--- config.mk ---
export PLATFORM = sky130hd
export DESIGN_NAME = song_sequencer
export DESIGN_NICKNAME = d
export VERILOG_FILES = /design/src/rtl/song_pkg.sv /design/src/rtl/song_rom.sv /design/src/rtl/song_sequencer.sv
export SDC_FILE = /design/constraint.sdc
export NUM_CORES = 1
export LEC_CHECK = 0
export ABC_AREA = 1
export BUFFER_PORTS_ARGS = -buffer_cell sky130_fd_sc_hd__clkbuf_2
export CORE_ASPECT_RATIO = 0.75
export CORE_MARGIN = 2
export CORE_UTILIZATION = 62
export DETAILED_ROUTE_END_ITERATION = 12
export GPL_TIMING_DRIVEN = 0
export PLACE_DENSITY_LB_ADDON = 0.08
export SLEW_MARGIN = 20
export SYNTH_ARGS = -nofsm -noshare
export SYNTH_HDL_FRONTEND = slang
export SYNTH_SLANG_ARGS = --single-unit
--- constraint.sdc ---
create_clock -name i_clk -period 4.5 [get_ports i_clk]
set_input_delay 0.675 -clock i_clk [delete_from_list [all_inputs] [get_ports i_clk]]
set_output_delay 0.675 -clock i_clk [all_outputs]
set_load 0.05 [all_outputs]
--- src/rtl/song_pkg.sv ---
// Shared types and helpers for the song sequencer: FSM state encoding,
// default rest/end marker words, note-field positions and the saturating
// octave transposition function.
package song_pkg;

    typedef enum logic [2:0] {
        ST_IDLE  = 3'd0,
        ST_FETCH = 3'd1,
        ST_CHECK = 3'd2,
        ST_PLAY  = 3'd3,
        ST_PAUSE = 3'd4,
        ST_DONE  = 3'd5
    } state_e;

    localparam logic [8:0] REST_CODE_DEF = 9'h111;
    localparam logic [8:0] END_CODE_DEF  = 9'h000;

    // Note word layout: pitch code above, octave in the low nibble.
    localparam int OCT_LSB   = 0;
    localparam int OCT_MSB   = 3;
    localparam int PITCH_LSB = 4;

    // Adds a signed -4..+3 offset to a 0..15 octave, clamping at both ends.
    function automatic logic [3:0] oct_shift(input logic [3:0] oct,
                                             input logic [2:0] shift);
        logic signed [5:0] sum;
        sum = $signed({2'b00, oct}) + $signed({{3{shift[2]}}, shift});
        if (sum < 6'sd0) begin
            oct_shift = 4'd0;
        end else if (sum > 6'sd15) begin
            oct_shift = 4'd15;
        end else begin
            oct_shift = sum[3:0];
        end
    endfunction

endpackage

--- src/rtl/song_rom.sv ---
// Note memory for the song sequencer: synchronous-read ROM whose contents
// are provided by the surrounding environment.
module song_rom #(
    parameter int    NOTE_W    = 9,
    parameter int    SONG_LEN  = 128,
    parameter int    ADDR_W    = $clog2(SONG_LEN),
    parameter string SONG_FILE = "song.hex"
) (
    input  logic              i_clk,
    input  logic [ADDR_W-1:0] i_addr,
    output logic [NOTE_W-1:0] o_data
);

    logic [NOTE_W-1:0] mem [SONG_LEN];
    logic [NOTE_W-1:0] data_q;

    // Registered read: address presented this cycle, word available next.
    always_ff @(posedge i_clk) begin
        data_q <= mem[i_addr];
    end

    assign o_data = data_q;

endmodule

--- src/rtl/song_sequencer.sv ---
// Song sequencer: steps through the note ROM at a programmable tempo,
// transposes each note by a signed octave offset and strobes it out to the
// tone generator. Supports play/pause/stop, end marker, loop/one-shot.
// Optional macro SONG_SEQUENCER_GAP_EN: drop o_Gate for the last
// GAP_CYCLES of every step so repeated notes are separated.
module song_sequencer
    import song_pkg::*;
#(
    parameter int              NOTE_W      = 9,
    parameter int              SONG_LEN    = 128,
    parameter int              ADDR_W      = $clog2(SONG_LEN),
    parameter int              TICK_CYCLES = 6250000,
    parameter logic [NOTE_W-1:0] REST_CODE = REST_CODE_DEF,
    parameter logic [NOTE_W-1:0] END_CODE  = END_CODE_DEF,
    parameter string           SONG_FILE   = "song.hex",
    parameter int              GAP_CYCLES  = 4096
) (
    input  logic              i_clk,
    input  logic              i_rst_n,
    input  logic              i_Play,
    input  logic              i_Pause,
    input  logic              i_Stop,
    input  logic              i_Loop,
    input  logic [1:0]        i_TempoDiv,
    input  logic [2:0]        i_OctShift,
    output logic [NOTE_W-1:0] o_Note,
    output logic              o_NextNote,
    output logic              o_Gate,
    output logic [ADDR_W-1:0] o_Index,
    output logic              o_Playing,
    output logic              o_Done
);

    // Counter wide enough for TICK_CYCLES << 3.
    localparam int                CNT_W   = $clog2(TICK_CYCLES) + 4;
    localparam logic [CNT_W-1:0]  TICK_L  = CNT_W'(TICK_CYCLES);
    localparam logic [ADDR_W-1:0] LAST_A  = ADDR_W'(SONG_LEN - 1);

    if (SONG_LEN < 2 || TICK_CYCLES < 1 || GAP_CYCLES < 0) begin : g_param_check
        $error("song_sequencer: unsupported parameter values");
    end

    state_e            state_q,   state_d;
    logic [ADDR_W-1:0] addr_q,    addr_d;
    logic [CNT_W-1:0]  tick_q,    tick_d;
    logic [CNT_W-1:0]  len_q,     len_d;
    logic [NOTE_W-1:0] note_q,    note_d;
    logic [ADDR_W-1:0] index_q,   index_d;
    logic              strobe_q,  strobe_d;
    logic              gate_q,    gate_d;
    logic              playing_q, playing_d;
    logic              done_q,    done_d;

    logic [NOTE_W-1:0] rom_data;
    logic [NOTE_W-1:0] xpose_note;

    song_rom #(
        .NOTE_W    (NOTE_W),
        .SONG_LEN  (SONG_LEN),
        .ADDR_W    (ADDR_W),
        .SONG_FILE (SONG_FILE)
    ) u_rom (
        .i_clk  (i_clk),
        .i_addr (addr_q),
        .o_data (rom_data)
    );

    // Rest words pass straight through; everything else gets its octave shifted.
    assign xpose_note = (rom_data == REST_CODE) ? rom_data :
                        {rom_data[NOTE_W-1:PITCH_LSB],
                         oct_shift(rom_data[OCT_MSB:OCT_LSB], i_OctShift)};

    // Next-state and datapath decisions; Stop overrides everything.
    always_comb begin
        state_d  = state_q;
        addr_d   = addr_q;
        tick_d   = tick_q;
        len_d    = len_q;
        note_d   = note_q;
        index_d  = index_q;
        strobe_d = 1'b0;
        if (i_Stop) begin
            state_d = ST_IDLE;
            addr_d  = '0;
            tick_d  = '0;
            note_d  = REST_CODE;
            index_d = '0;
        end else begin
            case (state_q)
                ST_IDLE, ST_DONE: begin
                    if (i_Play && !i_Pause) begin
                        state_d = ST_FETCH;
                        addr_d  = '0;
                        tick_d  = '0;
                    end else begin
                        state_d = state_q;
                    end
                end
                ST_FETCH: begin
                    state_d = ST_CHECK;
                end
                ST_CHECK: begin
                    if (rom_data == END_CODE) begin
                        // A song that starts with the marker would spin forever in loop mode.
                        if (i_Loop && addr_q != '0) begin
                            state_d = ST_FETCH;
                            addr_d  = '0;
                        end else begin
                            state_d = ST_DONE;
                            note_d  = REST_CODE;
                        end
                    end else begin
                        state_d  = ST_PLAY;
                        note_d   = xpose_note;
                        index_d  = addr_q;
                        strobe_d = 1'b1;
                        tick_d   = '0;
                        len_d    = TICK_L << i_TempoDiv;
                    end
                end
                ST_PLAY: begin
                    // The final tick always completes the step; a pause then lands in the next one.
                    if (tick_q == len_q - CNT_W'(1)) begin
                        tick_d = '0;
                        if (addr_q == LAST_A) begin
                            if (i_Loop) begin
                                state_d = ST_FETCH;
                                addr_d  = '0;
                            end else begin
                                state_d = ST_DONE;
                                note_d  = REST_CODE;
                            end
                        end else begin
                            state_d = ST_FETCH;
                            addr_d  = addr_q + ADDR_W'(1);
                        end
                    end else begin
                        // This cycle counts even if it is the one that enters PAUSE.
                        tick_d = tick_q + CNT_W'(1);
                        if (i_Pause) begin
                            state_d = ST_PAUSE;
                        end else begin
                            state_d = ST_PLAY;
                        end
                    end
                end
                ST_PAUSE: begin
                    if (i_Pause) begin
                        state_d = ST_PAUSE;
                    end else begin
                        state_d = ST_PLAY;
                    end
                end
                default: begin
                    state_d = ST_IDLE;
                    addr_d  = '0;
                    tick_d  = '0;
                    note_d  = REST_CODE;
                    index_d = '0;
                end
            endcase
        end
    end

    // Gate is computed from the next state so it aligns with the registered note.
    always_comb begin
        gate_d = 1'b0;
        if (state_d == ST_PLAY && note_d != REST_CODE) begin
`ifdef SONG_SEQUENCER_GAP_EN
            gate_d = ((32'(tick_d) + 32'(GAP_CYCLES)) < 32'(len_d));
`else
            gate_d = 1'b1;
`endif
        end else begin
            gate_d = 1'b0;
        end
    end

    // Status flags decoded from the next state so outputs stay registered.
    always_comb begin
        playing_d = (state_d == ST_FETCH) || (state_d == ST_PLAY);
        done_d    = (state_d == ST_DONE);
    end

    // State and output registers with synchronous active-low reset.
    always_ff @(posedge i_clk) begin
        if (!i_rst_n) begin
            state_q   <= ST_IDLE;
            addr_q    <= '0;
            tick_q    <= '0;
            len_q     <= '0;
            note_q    <= REST_CODE;
            index_q   <= '0;
            strobe_q  <= 1'b0;
            gate_q    <= 1'b0;
            playing_q <= 1'b0;
            done_q    <= 1'b0;
        end else begin
            state_q   <= state_d;
            addr_q    <= addr_d;
            tick_q    <= tick_d;
            len_q     <= len_d;
            note_q    <= note_d;
            index_q   <= index_d;
            strobe_q  <= strobe_d;
            gate_q    <= gate_d;
            playing_q <= playing_d;
            done_q    <= done_d;
        end
    end

    assign o_Note     = note_q;
    assign o_NextNote = strobe_q;
    assign o_Gate     = gate_q;
    assign o_Index    = index_q;
    assign o_Playing  = playing_q;
    assign o_Done     = done_q;

endmodule

# Word level (Yosys, flattened, before mapping)
# Index checks and enable logic that the tools add are counted.
dict set report word_totals {
  regBits 93
  input_bits 11
  out_inout_bits 20
  wordCells 94
}
dict set report classes {
  addsub 4
  n_lt_le_gt_ge 2
  eq_ne 18
  shift 1
  n_mux 34
  bitwise_logic 6
  n_reduce_logical 18
}
# op n
set op_table {}
lappend op_table {{case mux 27 bit (4 select lines)} 1}
lappend op_table {{2-to-1 mux 27 bit} 3}
lappend op_table {{2-to-1 mux 9 bit} 6}
lappend op_table {{2-to-1 mux 7 bit} 7}
lappend op_table {{case mux 7 bit (4 select lines)} 1}
lappend op_table {{adder 27 x 1 -> 27 bit (second input constant)} 1}
lappend op_table {{equality test 27 bit} 1}
lappend op_table {{case mux 9 bit (3 select lines)} 1}
lappend op_table {{left shift 23 x 2 -> 27 bit (first input constant)} 1}
lappend op_table {{subtractor 27 x 1 -> 27 bit (second input constant)} 1}
lappend op_table {{2-to-1 mux 3 bit} 8}
lappend op_table {{case mux 3 bit (5 select lines)} 1}
lappend op_table {{case mux 7 bit (2 select lines)} 1}
lappend op_table {{2-to-1 mux 4 bit} 3}
lappend op_table {{inequality test 2 bit (second input constant)} 5}
lappend op_table {{equality test 3 x 2 -> 1 bit (second input constant)} 3}
lappend op_table {{equality test 3 bit (second input constant)} 3}
lappend op_table {{equality test 9 bit (second input constant)} 1}
lappend op_table {{zero test 9 bit} 1}
lappend op_table {{inequality test 9 bit (second input constant)} 1}
lappend op_table {{adder 7 x 1 -> 7 bit (second input constant)} 1}
lappend op_table {{equality test 7 bit (second input constant)} 1}
lappend op_table {{nonzero test 7 bit} 1}
lappend op_table {{adder 5 x 3 -> 6 bit} 1}
lappend op_table {{other kinds (17)} 29}

# Logic depth before layout (Yosys ltp)
# Gate-level depths: netlist of the first run.
dict set report logic_depth {
  word_depth 11
  ltp_mapped 13
  ltp_nobuf 13
}

# By module
# A second synthesis of the first run with hierarchy kept.
dict set report hier_totals {
  hier_cells 649
  hier_area_um2 4357.9
}
# mod n_inst cells_each area_each_um2 seq_area_each_um2
set modules_own_cells {}
lappend modules_own_cells {song_sequencer 1 639 4286.6 1381.3}
lappend modules_own_cells {song_rom 1 10 71.3 0.0}

# Worst setup path after synthesis of the first run
# OpenSTA, ideal clock, no wires.
dict set report synth_timing {
  path_kind {input to register}
  startpoint {in i_Pause}
  endpoint {reg tick_q[13]}
  setup_ns 0.116
  arrival_time_ns 1.545
  required_ns 4.384
  setup_slack_ns 2.839
  cell_stages 10
  n_path_buf 0
  path_cell_list {inv_1 > nand2_1 > nand2_1 > nand2_1 > inv_2 > nand3_1 > nand2_1 > o21ai_0 > a21oi_1 > nor2_1}
}
dict set report synth_via {
  elab_chain_len 4
}
# element line
set synth_rtl {}
lappend synth_rtl {{from (decl)} song_sequencer.sv:21} ;# input logic i_Pause,
lappend synth_rtl {{zero test 1 bit} song_sequencer.sv:91} ;# if (i_Play && !i_Pause) begin
lappend synth_rtl {{logical AND 1 bit} song_sequencer.sv:91}
lappend synth_rtl {{inequality test 2 bit (no source line)} --}
lappend synth_rtl {{AND reduction 3 bit (no source line)} --}
lappend synth_rtl {{to (signal assigned)} song_sequencer.sv:201} ;# tick_q <= tick_d;
lappend synth_rtl {{to (decl)} song_sequencer.sv:45} ;# logic [CNT_W-1:0] tick_q, tick_d;
# No other way between the ends.
# A chain may end at the register's enable or synchronous reset.

# Worst setup path in the final report of the first run
dict set report layout_timing {
  startpoint {reg addr_q[0]}
  endpoint {reg gate_q (netlist: o_Gate)}
}
dict set report layout_via {
  elab_chain_len 9
  elab_cells_between_ends 19
  cone_classes {eq/ne (3); mux (13); reduce/logical (3)}
}
# element line
set layout_rtl {}
lappend layout_rtl {{from (decl)} song_sequencer.sv:44} ;# logic [ADDR_W-1:0] addr_q, addr_d;
lappend layout_rtl {{from (signal assigned)} song_sequencer.sv:200} ;# addr_q <= addr_d;
lappend layout_rtl {{nonzero test 7 bit} song_sequencer.sv:105} ;# if (i_Loop && addr_q != '0) begin
lappend layout_rtl {{logical AND 1 bit} song_sequencer.sv:105}
lappend layout_rtl {{2-to-1 mux 9 bit or 2-to-1 mux 3 bit (tied branches)} song_sequencer.sv:105}
lappend layout_rtl {{2-to-1 mux 9 bit or 2-to-1 mux 3 bit (tied branches)} song_sequencer.sv:103} ;# if (rom_data == END_CODE) begin
lappend layout_rtl {{case mux 9 bit (3 select lines) or case mux 3 bit (5 select lines) (tied branches)} song_sequencer.sv:89} ;# case (state_q)
lappend layout_rtl {{2-to-1 mux 9 bit or 2-to-1 mux 3 bit (tied branches)} song_sequencer.sv:82} ;# if (i_Stop) begin
lappend layout_rtl {{inequality test 9 bit or equality test 3 x 2 -> 1 bit (tied branches)} song_sequencer.sv:168} ;# if (state_d == ST_PLAY && note_d != REST_CODE) begin
lappend layout_rtl {{logical AND 1 bit (*)} song_sequencer.sv:168}
lappend layout_rtl {{2-to-1 mux 1 bit (*)} song_sequencer.sv:168}
lappend layout_rtl {{to (signal assigned)} song_sequencer.sv:206} ;# gate_q <= gate_d;
lappend layout_rtl {{to (decl)} song_sequencer.sv:50} ;# logic gate_q, gate_d;
# Every way passes the cells marked *; elsewhere a longest branch is shown, timed or not.

==> impl_results.md, run 1 <==
- Routed wire length per instance: 12.38 µm
- Dpl cells: 481
- Starting density of the core: 0.6645
- Final Critical Period: 2001 ps
- Met1 Use GR: 0.3686
- GR peak layer: met2
- Buffers on Ports: 27
- Crit path DAT: 2210 ps
- Mux share of post-synthesis cell area: 0
- Static Leak: 1.249 nW
- Ports: 31
- Worst-margin pin slew: 541.9 ps
- PwrDens: 274.6 mW/mm²
- WS Path Type: flip-flop to flip-flop
- Area delta synth->final: 10.79%
- Post-synthesis cell area: 0.002760 mm²
- Vias after detailed routing: 2,656
- Post-Syn Nets: 412
- DR iter-0 viols: 279
- Nets@finish: 446
- Worst VDD drop: 0.3551 mV
- Clk_skew: 7.352 ps
- Num rows: 20
- Gr ovfl total: 0
- Syn Inst Count: 399
- Synth cell types: 35
- Initial antenna violation count: 0
- Sequence of cells on the critical path: ha_1, nand2_1, nor2_1, nand2_1, nor3_4, nand3_1, o21ai_0, nand2_1, nor2_1, a21oi_1
- Synth area leaders: dfxtp_1, nand2_1, nor2_1, inv_1, nand3_1
- Crit-path max FO: 5
- CTS clk-pin slew, worst paths: 100 ps
- Largest family of logic cells by synthesized area: simple AND/OR/NAND/NOR gates
- Share of synthesized registers carrying an async set or reset: 0
- Post-synthesis simple-gate area fraction: 0.3613
- Clock tree root driver cell: clkbuf_8
- Number of diodes: 0
- Hold Crit Class: flip-flop to flip-flop
- Share of cells above drive strength 1: 0.1267
- Vias per cell: 5.431
- Sequential share of the synthesized area: 0.4062
- CP dominant cell by count: nand2_1
- Unrepaired setup endpoints after global routing: false
- Maxcap violations: 0
- Post-CTS Hold Fix Bufs: 0
- Die Ht: 61.79 µm
- Pre-antenna DRT Iters: 5
- Placer Congestion: 0.9287
- CTS buffer count: 5
- Avg Cell Area, Syn: 6.918 µm²
- CTS tree: done
- Clk buf depth: 2
- Slew HR: 0.6359
- CP Launch Type: flip-flop
- ANT nets after route: 0
- Largest net degree at the start of global routing: 17
- Final HPWL DP: 4.626 mm
- Area share of the largest cell type after synthesis: 0.4062
- All-Layer GR Usage: 0.2542
- # DRC: 0
- Setup TNS: 0 ps
- EDFF count, synth: 0
- Max incr delay on CP: 400 ps
- Clock sink count: 56
- Met2 Track Usage GR: 0.3766
- Fmax: 499.6 MHz
- Compound-Gate Fraction of Synth Area: 0.1111
- Final Cycle Share: 0.4448
- M3 GR Usage: 0.07514
- Final WL: 6.054 mm
- Hold slack: 432.6 ps
- Number of global-route vias before repair: 2,228
- Post-CTS Setup Inserts: 0
- Fill cells: 356
- Most frequent cell after synthesis: nand2_1
- Final Hold Vio Count: 0
- Pins Over Slew Limit: 0
- Resized cells post-CTS: 0
- Synth Area in XOR/XNOR: 0.02221
- Critical-path top delay cell: dfxtp_1
- Ys flop type: dfxtp_1
- Worst skew pair latency: 310 ps
- Core box area: 0.004154 mm²
- Layout Cells excl Fill: 489
- H-tree lvl count: 2
- Yosys warning count: 0
- Synth top cells by count: nand2_1, dfxtp_1, nor2_1
- Status: finished clean
- Crit end category: flip-flop
- First-pass GRT wire length: 9.687 mm
- Yosys reg bits: 56
- Endpoints failing setup: 0
- Full die area: 0.005007 mm²
- Largest area contributor in the netlist: dfxtp_1
- Critical Path RT: 4710 ps
- Area share of fa/ha/maj cells after synthesis: 0.009066
- Die width: 81.05 µm
## critical path: cells and delay by family (launching register included)
family | cells | cell delay [ps]
simple gates | 7 | 1020
flops | 1 | 400
compound gates | 2 | 250
fa+ha+maj | 1 | 210
## worst paths after layout
check | from | to | cells after the start | slack [ps]
worst max-delay path | addr_q[0] | o_Gate | 10 | 2500
worst min-delay path | o_Index[4] | o_Index[4] | 2 | 430
worst max register to register | addr_q[0] | o_Gate | 10 | 2500
worst min register to register | o_Index[4] | o_Index[4] | 2 | 430
## routing by layer
layer / up-vias / part of all wire
met4: 0 / 0.0084
li1: 1348 / -
met1: 1202 / 0.48
met2: 101 / 0.42
met3: 5 / 0.092
met5: - / 0
## registers in the layout, indices dropped and copies added (netlist names)
signal     flops
addr_q         7
o_Index        7
o_Done         1
o_Gate         1
tick_q        27
state_q        3
o_Playing      1
o_Note         9
## placed cells by master, fill, tap and decap left out, types with 4 or more instances in the layout
master | Yosys | final
a21oi_1 | 29 | 29
clkbuf_2 | 0 | 27
clkbuf_8 | 0 | 6
dfxtp_1 | 56 | 56
inv_1 | 54 | 54
nand2_1 | 83 | 83
nand2_2 | 5 | 5
nand3_1 | 32 | 32
nand4_1 | 10 | 10
nor2_1 | 56 | 56
nor3_1 | 12 | 12
o21a_1 | 4 | 4
o21ai_0 | 17 | 17
xor2_1 | 7 | 7
## metrics by stage
step | setup slack [ps] | area, µm² | power (W) | util
floorplan | 2839 | 2760 | 0.0005490 | -
global route | 2292 | 3058 | 0.0008710 | 0.7361
CTS | 2535 | 3058 | 0.0008453 | 0.7361
finish | 2499 | 3058 | 0.0008398 | 0.7361
detailed placement | 2395 | 2964 | 0.0005653 | 0.7136
global placement | 2416 | 2964 | 0.0005643 | 0.7136
## power by group
group | total (W) | internal [W] | switching [W]
Clock | 0.000285 | 0.000125 | 0.000160
Sequential | 0.000498 | 0.000497 | 0.00000148
Combinational | 0.0000565 | 0.0000155 | 0.0000410
Total | 0.000840 | 0.000638 | 0.000202
## layout make-up
| type | instances | area (µm²) | share of cell area |
|---|---|---|---|
| Clock buffer | 7 | 86.33 | 0.02823 |
| Sequential cell | 56 | 1121 | 0.3666 |
| Timing Repair Buffer | 27 | 135.1 | 0.04419 |
| Inverter | 58 | 217.7 | 0.07119 |
| Buffer | 5 | 27.53 | 0.009002 |
| Clock inverter | 1 | 7.507 | 0.002455 |
| Multi-Input combinational cell | 280 | 1394 | 0.4558 |
| Tap cell | 55 | 68.82 | 0.02250 |
## kinds of logic (layout without fill, tap and decap cells)
kind of cell	Yosys count	in the layout
adders and majority gates	2	2
buffers and inverters	63	98
and+or+nand+nor	214	214
AOI/OAI and AO/OA	56	56
xor gates and xnor gates	7	7
other	1	1
DFF	56	56
No activity file was read; power rests on OpenSTA's default activity.
==> run 2, diff against run 1 <==
--- a/config.mk
+++ b/config.mk
@@ -9,7 +9,7 @@
 export BUFFER_PORTS_ARGS = -buffer_cell sky130_fd_sc_hd__clkbuf_2
 export CORE_ASPECT_RATIO = 0.75
 export CORE_MARGIN = 2
-export CORE_UTILIZATION = 62
+export CORE_UTILIZATION = 58
 export DETAILED_ROUTE_END_ITERATION = 12
 export GPL_TIMING_DRIVEN = 0
 export PLACE_DENSITY_LB_ADDON = 0.08
==> constraint.sdc (replaced) <==
create_clock -name i_clk -period 2 [get_ports i_clk]
set_input_delay 0.3 -clock i_clk [delete_from_list [all_inputs] [get_ports i_clk]]
set_output_delay 0.3 -clock i_clk [all_outputs]
set_load 0.05 [all_outputs]
==> run 2 against run 1 <==
  * Wire length rose by 0.43%
  * Sequential power increased by 120%
  * Clock-buffer cell count down 1
  * Register-to-register slack lost 2400 ps
  * Via count shrank 0.79%
  * Core utilization is 5.3 points lower
  * First-iteration DRC count down 33%
  * Total power increased by 120%
  * Critical path type unchanged
  * Sequential share of layout area fell by 0.088 points
  * Critical path depth rose by 2
  * Cell count increased by 0.20%
  * Hold slack worse by 270 ps
==> impl_results.md, run 2 (synthesis results as in run 1) <==
- Final Cycle Share: 0.9342
- R2r endpoint: tick_q[18]
- Pre-antenna DRT Iters: 6
- PnR worst setup slack: 131.6 ps
- Hold Path Origin: i_Stop
- Clock sink count: 56
- Gr ovfl total: 0
- Num rows: 21
- Sequential group share of total power: 0.610
- Critical Path RT: 2200 ps
- Setup TNS: 0 ps
- Share of total power in combinational logic: 0.073
- Final HPWL DP: 4.631 mm
- Worst VDD drop: 0.3843 mV
- Fill cells: 403
- Maxcap violations: 0
- Reg2Reg Setup Slack: 130 ps
- Die width: 83.66 µm
- PwrDens: 594.0 mW/mm²
- Highest-count cells in the layout ignoring fill and taps: nand2_1, nor2_1, inv_1
- Number of diodes: 0
- Cells on Worst Hold Path: 2
- Final WL: 6.080 mm
- Sequence of cells on the critical path: ha_1, nand3_1, inv_1, nand2_2, nor2_4, nand2_4, nand2_8, nand2_8, nand2_2, buf_6, a21oi_1, o21a_1
- Full die area: 0.005332 mm²
- Final Hold Vio Count: 0
- Pins Over Slew Limit: 0
- WS Path Type: flip-flop to flip-flop
- Final Critical Period: 1868 ps
- Top reg by flops: tick_q
- Design Power: 0.001835 W
- R2R depth: 12
- Crit path DAT: 2070 ps
- Ports: 31
- Hold endpoint: o_Done
- Routed wire length per instance: 12.41 µm
- CTS tree: done
- Hold Crit Class: input port to flip-flop
- Nets@finish: 446
- Fmax: 535.2 MHz
- Sw frac: 0.2399
- Initial antenna violation count: 0
- Share of cells above drive strength 1: 0.1501
- CP Buf/Inv Count: 2
- All-Layer GR Usage: 0.2332
- CTS clk-pin slew, worst paths: 90 ps
- Crit end category: flip-flop
- Endpoints failing setup: 0
- Max incr delay on CP: 370 ps
- Core box area: 0.004519 mm²
- Setup WS pre-CTS: 25.59 ps
- Worst skew pair latency: 300 ps
- Vias per cell: 5.378
- Slew HR: 0.6308
- ANT nets after route: 0
- Worst-margin pin slew: 549.6 ps
- Clock tree root driver cell: clkbuf_8
- Max FFs per register: 27
- H-tree lvl count: 2
- Reg2reg start: tick_q[0]
- Commonest non-fill, non-tap cell in the layout: nand2_1
- Final Instance Area: 0.003089 mm²
- # DRC: 0
- Status: finished clean
- Number of global-route vias before repair: 2,317
- Crit-path max FO: 10
- Critical-path top delay cell: dfxtp_4
- Largest net degree at the start of global routing: 16
- Area after DPL: 0.002967 mm²
- CTS buffer count: 5
- Buffers on Ports: 27
- Area delta synth->final: 11.92%
- Clk_skew: 7.439 ps
- Clk buf depth: 2
- First-pass GRT wire length: 10.25 mm
- Net Sw Power: 0.0004402 W
- Family with the most delay on the worst path: simple AND/OR/NAND/NOR gates
- DR iter-0 viols: 187
- CP Launch Type: flip-flop
- Placer Congestion: 0.9140
- Starting density of the core: 0.6107
- Static Leak: 1.253 nW
- Die Ht: 63.74 µm
- Int Power: 0.001395 W
- Vias after detailed routing: 2,635
- Clock power frac: 0.317
-- run 2: changes by cell type in the layout (fill, tap and decap cells not counted), moves of 2 or more --
cell	change
nand2_1	-3
dfxtp_1	-5
inv_1	-2
o21ai_0	-2
dfxtp_2	+4
nand2_8	+2
o21ai_1	+2
nand2_2	+3
nand2_4	-2
-- run 2: area by class of cell --
cell class / count / area [µm²] / share of cell area
Sequential cell: 56 / 1130 / 0.3657
Timing Repair Buffer: 27 / 135.1 / 0.04374
Multi-Input combinational cell: 280 / 1424 / 0.4609
Inverter: 58 / 220.2 / 0.07128
Clock buffer: 6 / 72.57 / 0.02349
Buffer: 5 / 31.28 / 0.01013
Tap cell: 57 / 71.32 / 0.02309
Clock inverter: 1 / 5.005 / 0.001620
-- run 2: power groups by stage --
stage | logic [W] | registers [W] | clock network, W
2_1_floorplan | 0.0000836 | 0.00115 | 0
4_1_cts | 0.000125 | 0.00112 | 0.000592
3_3_place_gp | 0.000123 | 0.00115 | 0
6_report | 0.000134 | 0.00112 | 0.000581
5_1_grt | 0.000148 | 0.00112 | 0.000634
3_5_place_dp | 0.000124 | 0.00115 | 0
-- run 2: metal layers --
metal | routed length, µm | track usage
met1 | 3059 | 0.3485
met2 | 2514 | 0.3470
met3 | 456 | 0.05168
met4 | 50 | 0.04839
met5 | 0 | 0
-- run 2: timing repair --
item / in CTS / in global routing
gates resized for setup: 0 / 18
setup buffers: 0 / 0
hold buffers: 0 / 0
setup endpoints to repair: 0 / 29
-- run 2: stage by stage --
stage	util	hold WS, ps	std cells
6_report	0.6836	159.3	490
3_5_place_dp	0.6564	416.3	483
5_1_grt	0.6836	159.6	490
3_3_place_gp	0.6564	414.2	483
2_1_floorplan	-	376.1	399
4_1_cts	0.6736	159.7	490
-- run 2: worst max-delay path by stage --
stage              start    endpoint  slack (ps)  cells after the start
6_report       tick_q[0]  tick_q[18]         130                     12
5_1_grt        addr_q[0]      o_Gate         -20                     10
4_1_cts        tick_q[0]  tick_q[18]           4                     12
3_5_place_dp   tick_q[0]  tick_q[18]          30                     12
3_3_place_gp   tick_q[0]   addr_q[1]          60                     12
2_1_floorplan  addr_q[0]      o_Gate         340                     10
-- run 2: worst reg2reg max path, stage by stage, from the launching register on --
cell and delay (ps):
dfxtp_4 370, ha_1 160, nand3_1 120, inv_1 90, nand2_2 80, nor2_4 180
nand2_4 110, nand2_8 120, nand2_8 90, nand2_2 110, buf_6 160, a21oi_1 60
o21a_1 120
==> run 3, diff against run 2 <==
--- a/config.mk
+++ b/config.mk
@@ -9,10 +9,11 @@
 export BUFFER_PORTS_ARGS = -buffer_cell sky130_fd_sc_hd__clkbuf_2
 export CORE_ASPECT_RATIO = 0.75
 export CORE_MARGIN = 2
-export CORE_UTILIZATION = 58
+export CORE_UTILIZATION = 52
 export DETAILED_ROUTE_END_ITERATION = 12
 export GPL_TIMING_DRIVEN = 0
 export PLACE_DENSITY_LB_ADDON = 0.08
+export REMOVE_ABC_BUFFERS = 1
 export SLEW_MARGIN = 20
 export SYNTH_ARGS = -nofsm -noshare
 export SYNTH_HDL_FRONTEND = slang
==> constraint.sdc (replaced) <==
create_clock -name i_clk -period 1.6 [get_ports i_clk]
set_input_delay 0.24 -clock i_clk [delete_from_list [all_inputs] [get_ports i_clk]]
set_output_delay 0.24 -clock i_clk [all_outputs]
set_load 0.1 [all_outputs]
==> run 3 against run 2 <==
  * The run now ends with negative setup slack left
  * Total power up 40%
  * Combinational power is 85% higher
  * Cell count increased by 7.8%
  * Sequential cell count unchanged
  * Global-route usage rose by 1.6 points
  * Non-clock buffer count increased by 21
  * Clock skew is 1.1 ps higher
  * Hold slack got worse by 17 ps
  * Sequential power grew 25%
  * First-iteration DRC count is 14% higher
  * Critical path type unchanged
  * Largest cell class unchanged
==> impl_results.md, run 3 (synthesis results as in run 1) <==
- Number of global-route vias before repair: 2,438
- PwrDens: 690.0 mW/mm²
- Final Hold Vio Count: 0
- H-tree lvl count: 2
- Number of diodes: 0
- Clock tree root driver cell: clkbuf_8
- Worst skew pair latency: 310 ps
- Vias per cell: 5.487
- Worst-margin pin slew: 545.1 ps
- Layout Cells excl Fill: 528
- Gr ovfl total: 0
- Num rows: 22
- Clock sink count: 56
- Core box area: 0.005010 mm²
- Die width: 88.13 µm
- Post-CTS Hold Fix Bufs: 0
- Final Critical Period: 1777 ps
- Dpl cells: 493
- Critical Path RT: 1800 ps
- R2R depth: 12
- Setup TNS: -3102 ps
- Critical path endpoint: tick_q[10]
- All-Layer GR Usage: 0.2497
- Buffers on Ports: 27
- Reg2Reg Setup Slack: -180 ps
- Failing checks: negative setup slack
- Static Leak: 1.482 nW
- Ports: 31
- Final Instance Area: 0.003732 mm²
- Initial antenna violation count: 0
- Highest-count cells in the layout ignoring fill and taps: nand2_1, inv_1, nor2_1
- Max FFs per register: 27
- Area after DPL: 0.002958 mm²
- Maxcap violations: 0
- Critical-path top delay cell: dfxtp_2
- Sequence of cells on the critical path: ha_4, nand3_4, inv_2, nand2_4, nor2_4, nand2_4, nand2_8, nand2_8, nand2_8, clkinvlp_4, o21ai_1, a21oi_1
- CTS buffer count: 5
- Reg2reg start: tick_q[1]
- Commonest non-fill, non-tap cell in the layout: nand2_1
- Endpoints failing setup: 31
- CP Launch Type: flip-flop
- Crit end category: flip-flop
- Fmax: 562.8 MHz
- Clk_skew: 8.579 ps
- Unrepaired setup endpoints after global routing: true
- Crit-path max FO: 7
- Worst VDD drop: 0.4958 mV
- Routed wire length per instance: 14.40 µm
- Slew HR: 0.6382
- Final Cycle Share: 1.110
- Setup WS pre-CTS: -801.5 ps
- First-pass GRT wire length: 11.40 mm
- Vias after detailed routing: 2,897
- Full die area: 0.005913 mm²
- ANT nets after route: 0
- Final WL: 7.605 mm
- Largest net degree at the start of global routing: 18
- Starting density of the core: 0.5509
- Crit path DAT: 1980 ps
- Crit path launch: tick_q[1]
- CTS clk-pin slew, worst paths: 100 ps
- Status: finished with violations
- CP dominant cell by count: nand2_8
- # DRC: 0
- WS Path Type: flip-flop to flip-flop
- Placer Congestion: 0.9058
- Nets@finish: 468
- Clk buf depth: 2
- Share of cells above drive strength 1: 0.3750
- Pre-antenna DRT Iters: 5
- Hold Crit Class: input port to flip-flop
- Pins Over Slew Limit: 0
- DR iter-0 viols: 214
- Final HPWL DP: 4.603 mm
- Max incr delay on CP: 380 ps
- R2r endpoint: tick_q[10]
- CTS tree: done
- Area delta synth->final: 35.22%
- Util after Layout: 0.7450
- Die Ht: 67.10 µm
- Top reg by flops: tick_q
- PnR worst setup slack: -176.8 ps
[run 3: cell types whose count changed in the layout (fill, tap and decap cells not counted), sizes merged]
| cell | change |
|---|---|
| buf | +23 |
| clkbuf | -2 |
| bufinv | +1 |
| clkinv | -1 |
| clkinvlp | +1 |
| nor2 | +1 |
[run 3: power breakdown]
part	internal [W]	switching [W]	total, W
clock	0.000466	0.000466	0.000932
combinational	0.0000806	0.000167	0.000248
sequential	0.00139	0.00000527	0.00140
total	0.00194	0.000639	0.00258
[run 3: area by class of cell]
| type | count | area [µm²] |
|---|---|---|
| multi-input cells | 281 | 1770 |
| repair buffers | 53 | 369.1 |
| clock buffers | 6 | 72.57 |
| inverters | 58 | 237.7 |
| clock inverters | 2 | 35.03 |
| well taps | 72 | 90.09 |
| fillers | 362 | 1277 |
| flip-flops and latches | 56 | 1157 |
[run 3: worst min path at each step]
stage	start	endpoint	slack, ps	depth (start not counted)
after floorplan	i_Stop	o_Done	320	1
after global placement	o_Index[2]	o_Index[2]	410	2
after detailed placement	o_Index[4]	o_Index[4]	420	2
after CTS	i_Stop	o_Done	120	2
after global routing	i_Stop	o_Done	130	2
final	i_Stop	o_Done	140	2
[run 3: critical path: cells and delay by family (launching register included)]
family          cells  cell delay [ps]
compound gates      2              170
fa+ha+maj           1              160
buf+inv             2              250
flops               1              380
simple gates        7              720
[run 3: per-layer routing]
metal,global-route usage,vias to the layer above,wire length [µm]
met5,0,-,0
met4,0.06250,0,231
met3,0.04585,33,608
met2,0.3741,144,3301
met1,0.3685,1321,3463
li1,-,1399,-
[run 3: metrics by stage]
| stage | hold slack, ps | power (W) |
|---|---|---|
| after CTS | 118.8 | 0.002553 |
| after global placement | 414.0 | 0.001594 |
| after detailed placement | 420.1 | 0.001593 |
| final | 142.1 | 0.002575 |
| after floorplan | 316.1 | 0.001548 |
| after global routing | 130.4 | 0.002670 |
[run 3: timing repair]
| action | 4_1_cts | 5_1_grt |
|---|---|---|
| gates resized for setup | 76 | 69 |
| setup buffers | 17 | 9 |
| gates cloned | 1 | 0 |
| endpoints found under the setup margin | 48 | 46 |
| pin swaps | 12 | 24 |
